File: src/rtl/uart_tx_scheduler.sv
// uart_tx_scheduler
// Shares one 8N1-style UART transmit line between NUM_REQ byte requesters.
// A round-robin arbiter picks one requester in each IDLE cycle and hands its
// byte to a four-state serializer:
//   start bit, DATA_W data bits LSB first, one stop bit.
// Each bit is held for CLKS_PER_BIT clocks.
// tx and busy are registered, so the line changes one clock after the
// handshake edge. req_ready is combinational and is only ever asserted in IDLE.

module uart_tx_scheduler #(
    parameter int NUM_REQ      = 4,
    parameter int DATA_W       = 8,
    parameter int CLKS_PER_BIT = 16
) (
    input  logic                       clk,
    input  logic                       rst_n,
    input  logic [NUM_REQ-1:0]         req_valid,
    input  logic [NUM_REQ*DATA_W-1:0]  req_data,
    output logic [NUM_REQ-1:0]         req_ready,
    output logic                       tx,
    output logic                       busy,
    output logic [$clog2(NUM_REQ)-1:0] grant_id
);

    localparam int ID_W   = $clog2(NUM_REQ);
    localparam int BAUD_W = (CLKS_PER_BIT > 1) ? $clog2(CLKS_PER_BIT) : 1;
    localparam int BIT_W  = $clog2(DATA_W) + 1;

    typedef enum logic [1:0] {
        IDLE  = 2'd0,
        START = 2'd1,
        DATA  = 2'd2,
        STOP  = 2'd3
    } state_t;

    state_t              state_q, state_d;
    logic [BAUD_W-1:0]   baud_q, baud_d;
    logic [BIT_W-1:0]    bit_q, bit_d;
    logic [DATA_W-1:0]   shift_q, shift_d;
    logic                tx_q, tx_d;
    logic                busy_q, busy_d;
    logic [ID_W-1:0]     grant_q, grant_d;
    logic [ID_W-1:0]     last_q, last_d;

    logic                any_valid;
    logic [ID_W-1:0]     pick;
    logic [ID_W-1:0]     idx;
    logic                baud_end;

    assign baud_end = (baud_q == BAUD_W'(CLKS_PER_BIT - 1));

    // Round-robin pick: first valid index scanning upward from last_grant+1,
    // wrapping at NUM_REQ; last_grant itself is visited last.
    always_comb begin
        any_valid = 1'b0;
        pick      = '0;
        idx       = '0;
        for (int k = 1; k <= NUM_REQ; k++) begin
            idx = ID_W'((int'(last_q) + k) % NUM_REQ);
            if (!any_valid && req_valid[idx]) begin
                any_valid = 1'b1;
                pick      = idx;
            end
        end
    end

    // One-hot accept strobe: only in IDLE, and never while reset is held.
    always_comb begin
        req_ready = '0;
        if (rst_n && (state_q == IDLE) && any_valid) begin
            req_ready = NUM_REQ'(1) << pick;
        end
    end

    // Next-state and next-output logic for the serializer FSM.
    always_comb begin
        state_d = state_q;
        baud_d  = baud_q;
        bit_d   = bit_q;
        shift_d = shift_q;
        tx_d    = tx_q;
        busy_d  = busy_q;
        grant_d = grant_q;
        last_d  = last_q;

        case (state_q)
            IDLE: begin
                tx_d   = 1'b1;
                busy_d = 1'b0;
                baud_d = '0;
                bit_d  = '0;
                if (any_valid) begin
                    state_d = START;
                    shift_d = req_data[int'(pick)*DATA_W +: DATA_W];
                    grant_d = pick;
                    last_d  = pick;
                    tx_d    = 1'b0;
                    busy_d  = 1'b1;
                end
            end

            START: begin
                if (baud_end) begin
                    state_d = DATA;
                    baud_d  = '0;
                    bit_d   = '0;
                    tx_d    = shift_q[0];
                end else begin
                    baud_d = baud_q + BAUD_W'(1);
                end
            end

            DATA: begin
                if (baud_end) begin
                    baud_d = '0;
                    if (bit_q == BIT_W'(DATA_W - 1)) begin
                        state_d = STOP;
                        tx_d    = 1'b1;
                    end else begin
                        // Next data bit is the new LSB once the register shifts.
                        shift_d = shift_q >> 1;
                        bit_d   = bit_q + BIT_W'(1);
                        tx_d    = shift_d[0];
                    end
                end else begin
                    baud_d = baud_q + BAUD_W'(1);
                end
            end

            STOP: begin
                tx_d = 1'b1;
                if (baud_end) begin
                    state_d = IDLE;
                    baud_d  = '0;
                    busy_d  = 1'b0;
                end else begin
                    baud_d = baud_q + BAUD_W'(1);
                end
            end

            default: begin
                state_d = IDLE;
                tx_d    = 1'b1;
                busy_d  = 1'b0;
            end
        endcase
    end

    // Control state register; reset aborts any frame in progress and restores
    // priority so that requester 0 is scanned first.
    always_ff @(posedge clk) begin
        if (!rst_n) begin
            state_q <= IDLE;
            baud_q  <= '0;
            bit_q   <= '0;
            tx_q    <= 1'b1;
            busy_q  <= 1'b0;
            grant_q <= '0;
            last_q  <= ID_W'(NUM_REQ - 1);
        end else begin
            state_q <= state_d;
            baud_q  <= baud_d;
            bit_q   <= bit_d;
            tx_q    <= tx_d;
            busy_q  <= busy_d;
            grant_q <= grant_d;
            last_q  <= last_d;
        end
    end

    // Data shift register; contents only matter after a handshake loads it.
    always_ff @(posedge clk) begin
        shift_q <= shift_d;
    end

    assign tx       = tx_q;
    assign busy     = busy_q;
    assign grant_id = grant_q;

endmodule
File: config.mk
export PLATFORM = sky130hd
export DESIGN_NAME = uart_tx_scheduler
export DESIGN_NICKNAME = d
export VERILOG_FILES = /design/src/rtl/uart_tx_scheduler.sv
export SDC_FILE = /design/constraint.sdc
export NUM_CORES = 1
export LEC_CHECK = 0
export BUFFER_PORTS_ARGS = -buffer_cell sky130_fd_sc_hd__buf_2
export CORE_ASPECT_RATIO = 1.75
export CORE_MARGIN = 3
export CORE_UTILIZATION = 43
export CTS_BUF_LIST = sky130_fd_sc_hd__clkbuf_16
export DETAILED_ROUTE_END_ITERATION = 10
export GPL_TIMING_DRIVEN = 0
export PLACE_DENSITY = 0.68
export SYNTH_ARGS = -nofsm -noshare
export SYNTH_HDL_FRONTEND = slang
export SYNTH_SLANG_ARGS = --single-unit
File: constraint.sdc
create_clock -name clk -period 3.2 [get_ports clk]
set_clock_uncertainty 0.15 [all_clocks]
set_input_delay 0.16 -clock clk [delete_from_list [all_inputs] [get_ports clk]]
set_output_delay 0.16 -clock clk [all_outputs]
set_load 0.005 [all_outputs]
**Word-level counts from Yosys, hierarchy flattened**

Index checks and enable logic that the tools add are counted.

- Register bits: 24
- Input port bits: 38
- Logic and storage cells: 91

- Add/sub/neg operators: 6
- $lt $le $gt $ge: 4
- Equal/unequal tests: 11
- Shift operators: 2
- Multiplexer cells: 41
- Reduce and logical (&&, ||, !) cells: 19

Operator list:

| operator | count |
|---|---|
| $shiftx 32x6->8 | 1 |
| $mux 8 | 3 |
| $mux 4 | 5 |
| $mux 2 | 9 |
| $pmux 8 s2 | 1 |
| $mux 1 | 14 |
| $lt 2x3->1 const B | 4 |
| $ne 2x2->1 const B | 6 |
| $pmux 4 s3 | 1 |
| $add 4x1->4 const B | 2 |
| $bmux 1 s2 | 4 |
| $pmux 2 s4 | 1 |
| $pmux 4 s2 | 1 |
| $reduce_and 4->1 | 2 |
| $reduce_and 2->1 | 3 |
| $logic_and 1x1->1 | 5 |
| $reduce_and 5->1 | 1 |
| $add 2x1->2 const B | 2 |
| $add 2x2->2 const B | 2 |
| $eq 2x2->1 const B | 2 |
| $eq 4x3->1 const B | 1 |
| $eq 4x4->1 const B | 1 |
| $pmux 1 s4 | 1 |
| $reduce_bool 2->1 | 2 |
| other kinds (7) | 9 |

**Logic depth before layout (Yosys ltp)**

- Depth in word-level cells: 16
- Depth in mapped cells: 8

**Least setup slack after synthesis**

No wires, ideal clock.

- Path kind: register -> register
- Start: reg state_q[0]
- End: reg shift_q[0] (enable)
- Arrival: 1,568 ps
- Data required time: 2,675 ps
- Path slack: 1,106 ps
- Stages on the path, launching flop included: 8
- Period minus slack after synthesis: 2,094 ps
- Path through: dfxtp_1 inv_1 ha_1 clkbuf_1 nand2_1 nor2_1 a21oi_1 a21oi_1

- Longest elaborated chain between the ends: 3
- Elaborated cells between the ends (all ways): 7
- Classes of those cells: eq/ne (4); reduce/logical (3)

Ends and longest elaborated chain:

| item | line | text |
|---|---|---|
| start: declaration | 36 | `state_t state_q, state_d;` |
| start signal: assignment | 161 | `state_q <= state_d;` |
| $eq 2x2->1 or $logic_not 2->1 (tied branches) | 86 | `case (state_q)` |
| $ne 2x2->1 (no line) or $reduce_bool 2->1 (tied branches) | n/a |  |
| $reduce_and 4->1 (no line) (*) | n/a |  |
| end signal: assignment | 173 | `shift_q <= shift_d;` |
| end: declaration | 39 | `logic [DATA_W-1:0] shift_q, shift_d;` |

Mark *: on every way between the ends. The rest lies on a longest branch, timed or not.
A chain may end at the register's enable or synchronous reset.

**Worst setup path in the final report**

- Start: reg state_q[0]
- End: reg shift_q[2] (enable)

Same word-level chain as after synthesis.

==> summary.md <==
| Metric | Value |
|---|---|
| Status | `finished clean` |
| Total die area | `4390 sq um` |
| P_leak | `0.877 nW` |
| Grt total ovfl | `0` |
| Critical path required time | `2.94 ns` |
| Inserted Clock Buffers | `3` |
| Met2 Resource Use GR | `33.5%` |
| Met3 Track Usage GR | `2.11%` |
| Final worst-path cycle share | `79.8%` |
| Seq/Total Area, Yosys | `36.2%` |
| Synth-to-layout area growth | `24.9%` |
| Total GRT Usage | `17.4%` |
| Crit path kind | `reg -> reg` |
| Vias in the first global route | `1348` |
| Root cell of the clock tree | `clkbuf_16` |
| Highest clock rate | `392 MHz` |
| Synth cell types | `40` |
| Place WS | `0.659 ns` |
| Rel. slew slack | `47.8%` |
| Slew Viols, Final | `0` |
| Type of the worst min-delay path | `in -> reg` |
| Synth Area per Inst | `8.86 sq um` |
| Post-Syn Nets | `220` |
| Met1 Usage GRT | `19.2%` |
| Final setup fails | `0` |
| Pin count of the biggest net entering global routing | `15` |
| Hold_buf cts | `0` |
| Final hold viol count | `0` |
| ANT cells | `0` |
| Initial DRC count | `28` |
| WP data arrival | `2.29 ns` |
| # port buffers | `45` |
| Area of the multi-input gates | `885 sq um` |
| Peak supply drop | `0.000532 V` |
| CTS tree | `done` |
| Placer Congestion | `0.803` |
| First-pass iteration count of the detailed router | `4` |
| Row cnt | `28` |
| Filler cells | `332` |
| Detailed placement HPWL | `2.81 mm` |
| # DRC | `0` |
| Resized cells post-CTS | `0` |
| Synthesized area | `1550 sq um` |
| DRT Wirelength | `3.45 mm` |
| Min Clock Period, post-route | `2.55 ns` |
| Fraction of layout cells with a size suffix above 1 | `27.2%` |
| Most Crowded Layer GR | `met2` |
| Power per cell area | `826 nW/um^2` |
| WL/cell | `12.8 um` |
| I/O pin total | `46` |
| Initial Utilization | `45.2%` |
| Core Area | `3430 sq um` |
| Most used flip-flop cell after synthesis | `dfxtp_1` |
| Postcts setup bufs | `0` |
| Clock transition at path regs | `0.06 ns` |
| CP Max Fanout | `10` |
| Die Wd | `51.4 um` |
| Synthesized instance count | `175` |
| Post-DRT Antenna Nets | `0` |
| Yosys reg bits | `24` |
| Final worst slack | `0.648 ns` |
| Clk_lat worst skew | `0.26 ns` |
| Clock Tree Buf Depth | `2` |
| RSZ-0062 raised after global routing | `false` |
| Initial antenna violation count | `0` |
| Sequential standard cell area | `561 sq um` |
| Max Cap Viol | `0` |
| Async SR Flop Fraction | `0%` |
| Vias | `1386` |
| Die Y | `85.4 um` |
| H-tree levels | `1` |
| Startpoint Class | `register` |
| Number of vias per cell | `5.15` |
| Yosys warning count | `0` |
| First-pass GRT wire length | `5.98 mm` |
| Clk sinks | `24` |
| EDFF count, synth | `8` |
| Worst Max-Slew Pin Slew | `0.784 ns` |
| Nets | `270` |
| Register-to-register setup slack | `0.65 ns` |
| Crit end category | `register` |
| Fin Setup TNS | `0 ns` |
[cells in the final DEF, fill, tap and decap left out, types with 2 or more instances in the layout]
cell type,instances
nor2_1,21
a211oi_1,14
inv_1,14
clkbuf_1,3
o21ai_0,2
mux2i_1,11
o221a_2,2
a21oi_1,9
buf_2,45
a31oi_1,9
dfxtp_1,16
nand3b_1,3
clkbuf_16,3
or2_2,2
a21o_1,3
nand2_1,11
buf_8,2
edfxtp_1,8
nor2b_1,7
ha_1,7
nor3b_1,2
nor3_1,2
nand2b_1,3
nand3_1,6
[stage by stage]
step / utilization [%] / area, sq um / power [mW] / hold WS, ns / std cells
final: 56.4 / 1940 / 1.60 / 0.0786 / 269
after global routing: 56.4 / 1940 / 1.73 / 0.106 / 269
after CTS: 56.4 / 1940 / 1.62 / 0.0808 / 269
after detailed placement: 53.4 / 1830 / 1.26 / 0.291 / 265
after global placement: 53.4 / 1830 / 1.25 / 0.285 / 265
after floorplan: - / 1550 / 1.07 / 0.138 / 175
[routing by layer]
| layer | vias up | wire length [um] |
|---|---|---|
| li1 | 729 | - |
| met1 | 616 | 1360 |
| met2 | 37 | 1900 |
| met3 | 4 | 150 |
| met4 | 0 | 40 |
| met5 | - | 0 |
[layout make-up]
type | instances | share of cell area [%]
Multi-Input combinational cell | 131 | 45.7
Sequential cell | 24 | 28.9
Timing Repair Buffer | 45 | 11.6
Clock buffer | 3 | 3.88
Tap cell | 45 | 2.91
Buffer | 6 | 2.71
Inverter | 14 | 2.71
Clock inverter | 1 | 1.55
[cell usage after synthesis (all sizes together), types with 3 or more instances]
master  number  share of area, %
a31oi        9               3.6
clkbuf       3              0.73
a21o         3               1.5
nor2b        8               3.7
o21ai        4               2.3
nand3b       3               1.5
buf          3               2.7
nand2       11               2.7
dfxtp       16                21
ha           7               5.6
edfxtp       8                15
inv         14               3.4
a211oi      14               6.8
a21oi        9               2.9
nand2b       3               1.2
nor2        21               5.1
mux2i       11               7.1
nand3        6               1.9
[logic make-up after synthesis]
kind of cell,Yosys count,synth area share [%]
compound gates,47,21.4
flops,24,36.2
fa+ha+maj,7,5.65
xor+xnor,2,1.13
mux,12,8.07
simple gates,63,20.8
buf+inv,20,6.78
[state kept, by name (all words and copies together), names as in the netlist]
name	flops
state_q	2
baud_q	4
shift_q	8
bit_q	4
busy	1
tx	1
last_q	2
grant_id	2
[where the power goes]
group / total, mW / switching, mW / internal [mW]
clock network: 0.354 / 0.105 / 0.249
registers: 0.515 / 0.0558 / 0.459
logic: 0.730 / 0.407 / 0.324
[worst paths after layout]
path,startpoint,endpoint,cells after the start
setup / recovery,state_q[0],shift_q[2],7
hold / removal,rst_n,grant_id[1],2
setup reg to reg,state_q[0],shift_q[2],7
hold reg to reg,baud_q[0],baud_q[0],1
[critical path, cell delays in order (launching register included)]
cell,delay [ns]
dfxtp_1,0.34
inv_1,0.12
ha_1,0.17
clkbuf_1,0.36
nand2_1,0.18
nor2_1,0.19
a21oi_1,0.06
a21oi_1,0.62
(Power assumes the default switching activity.)
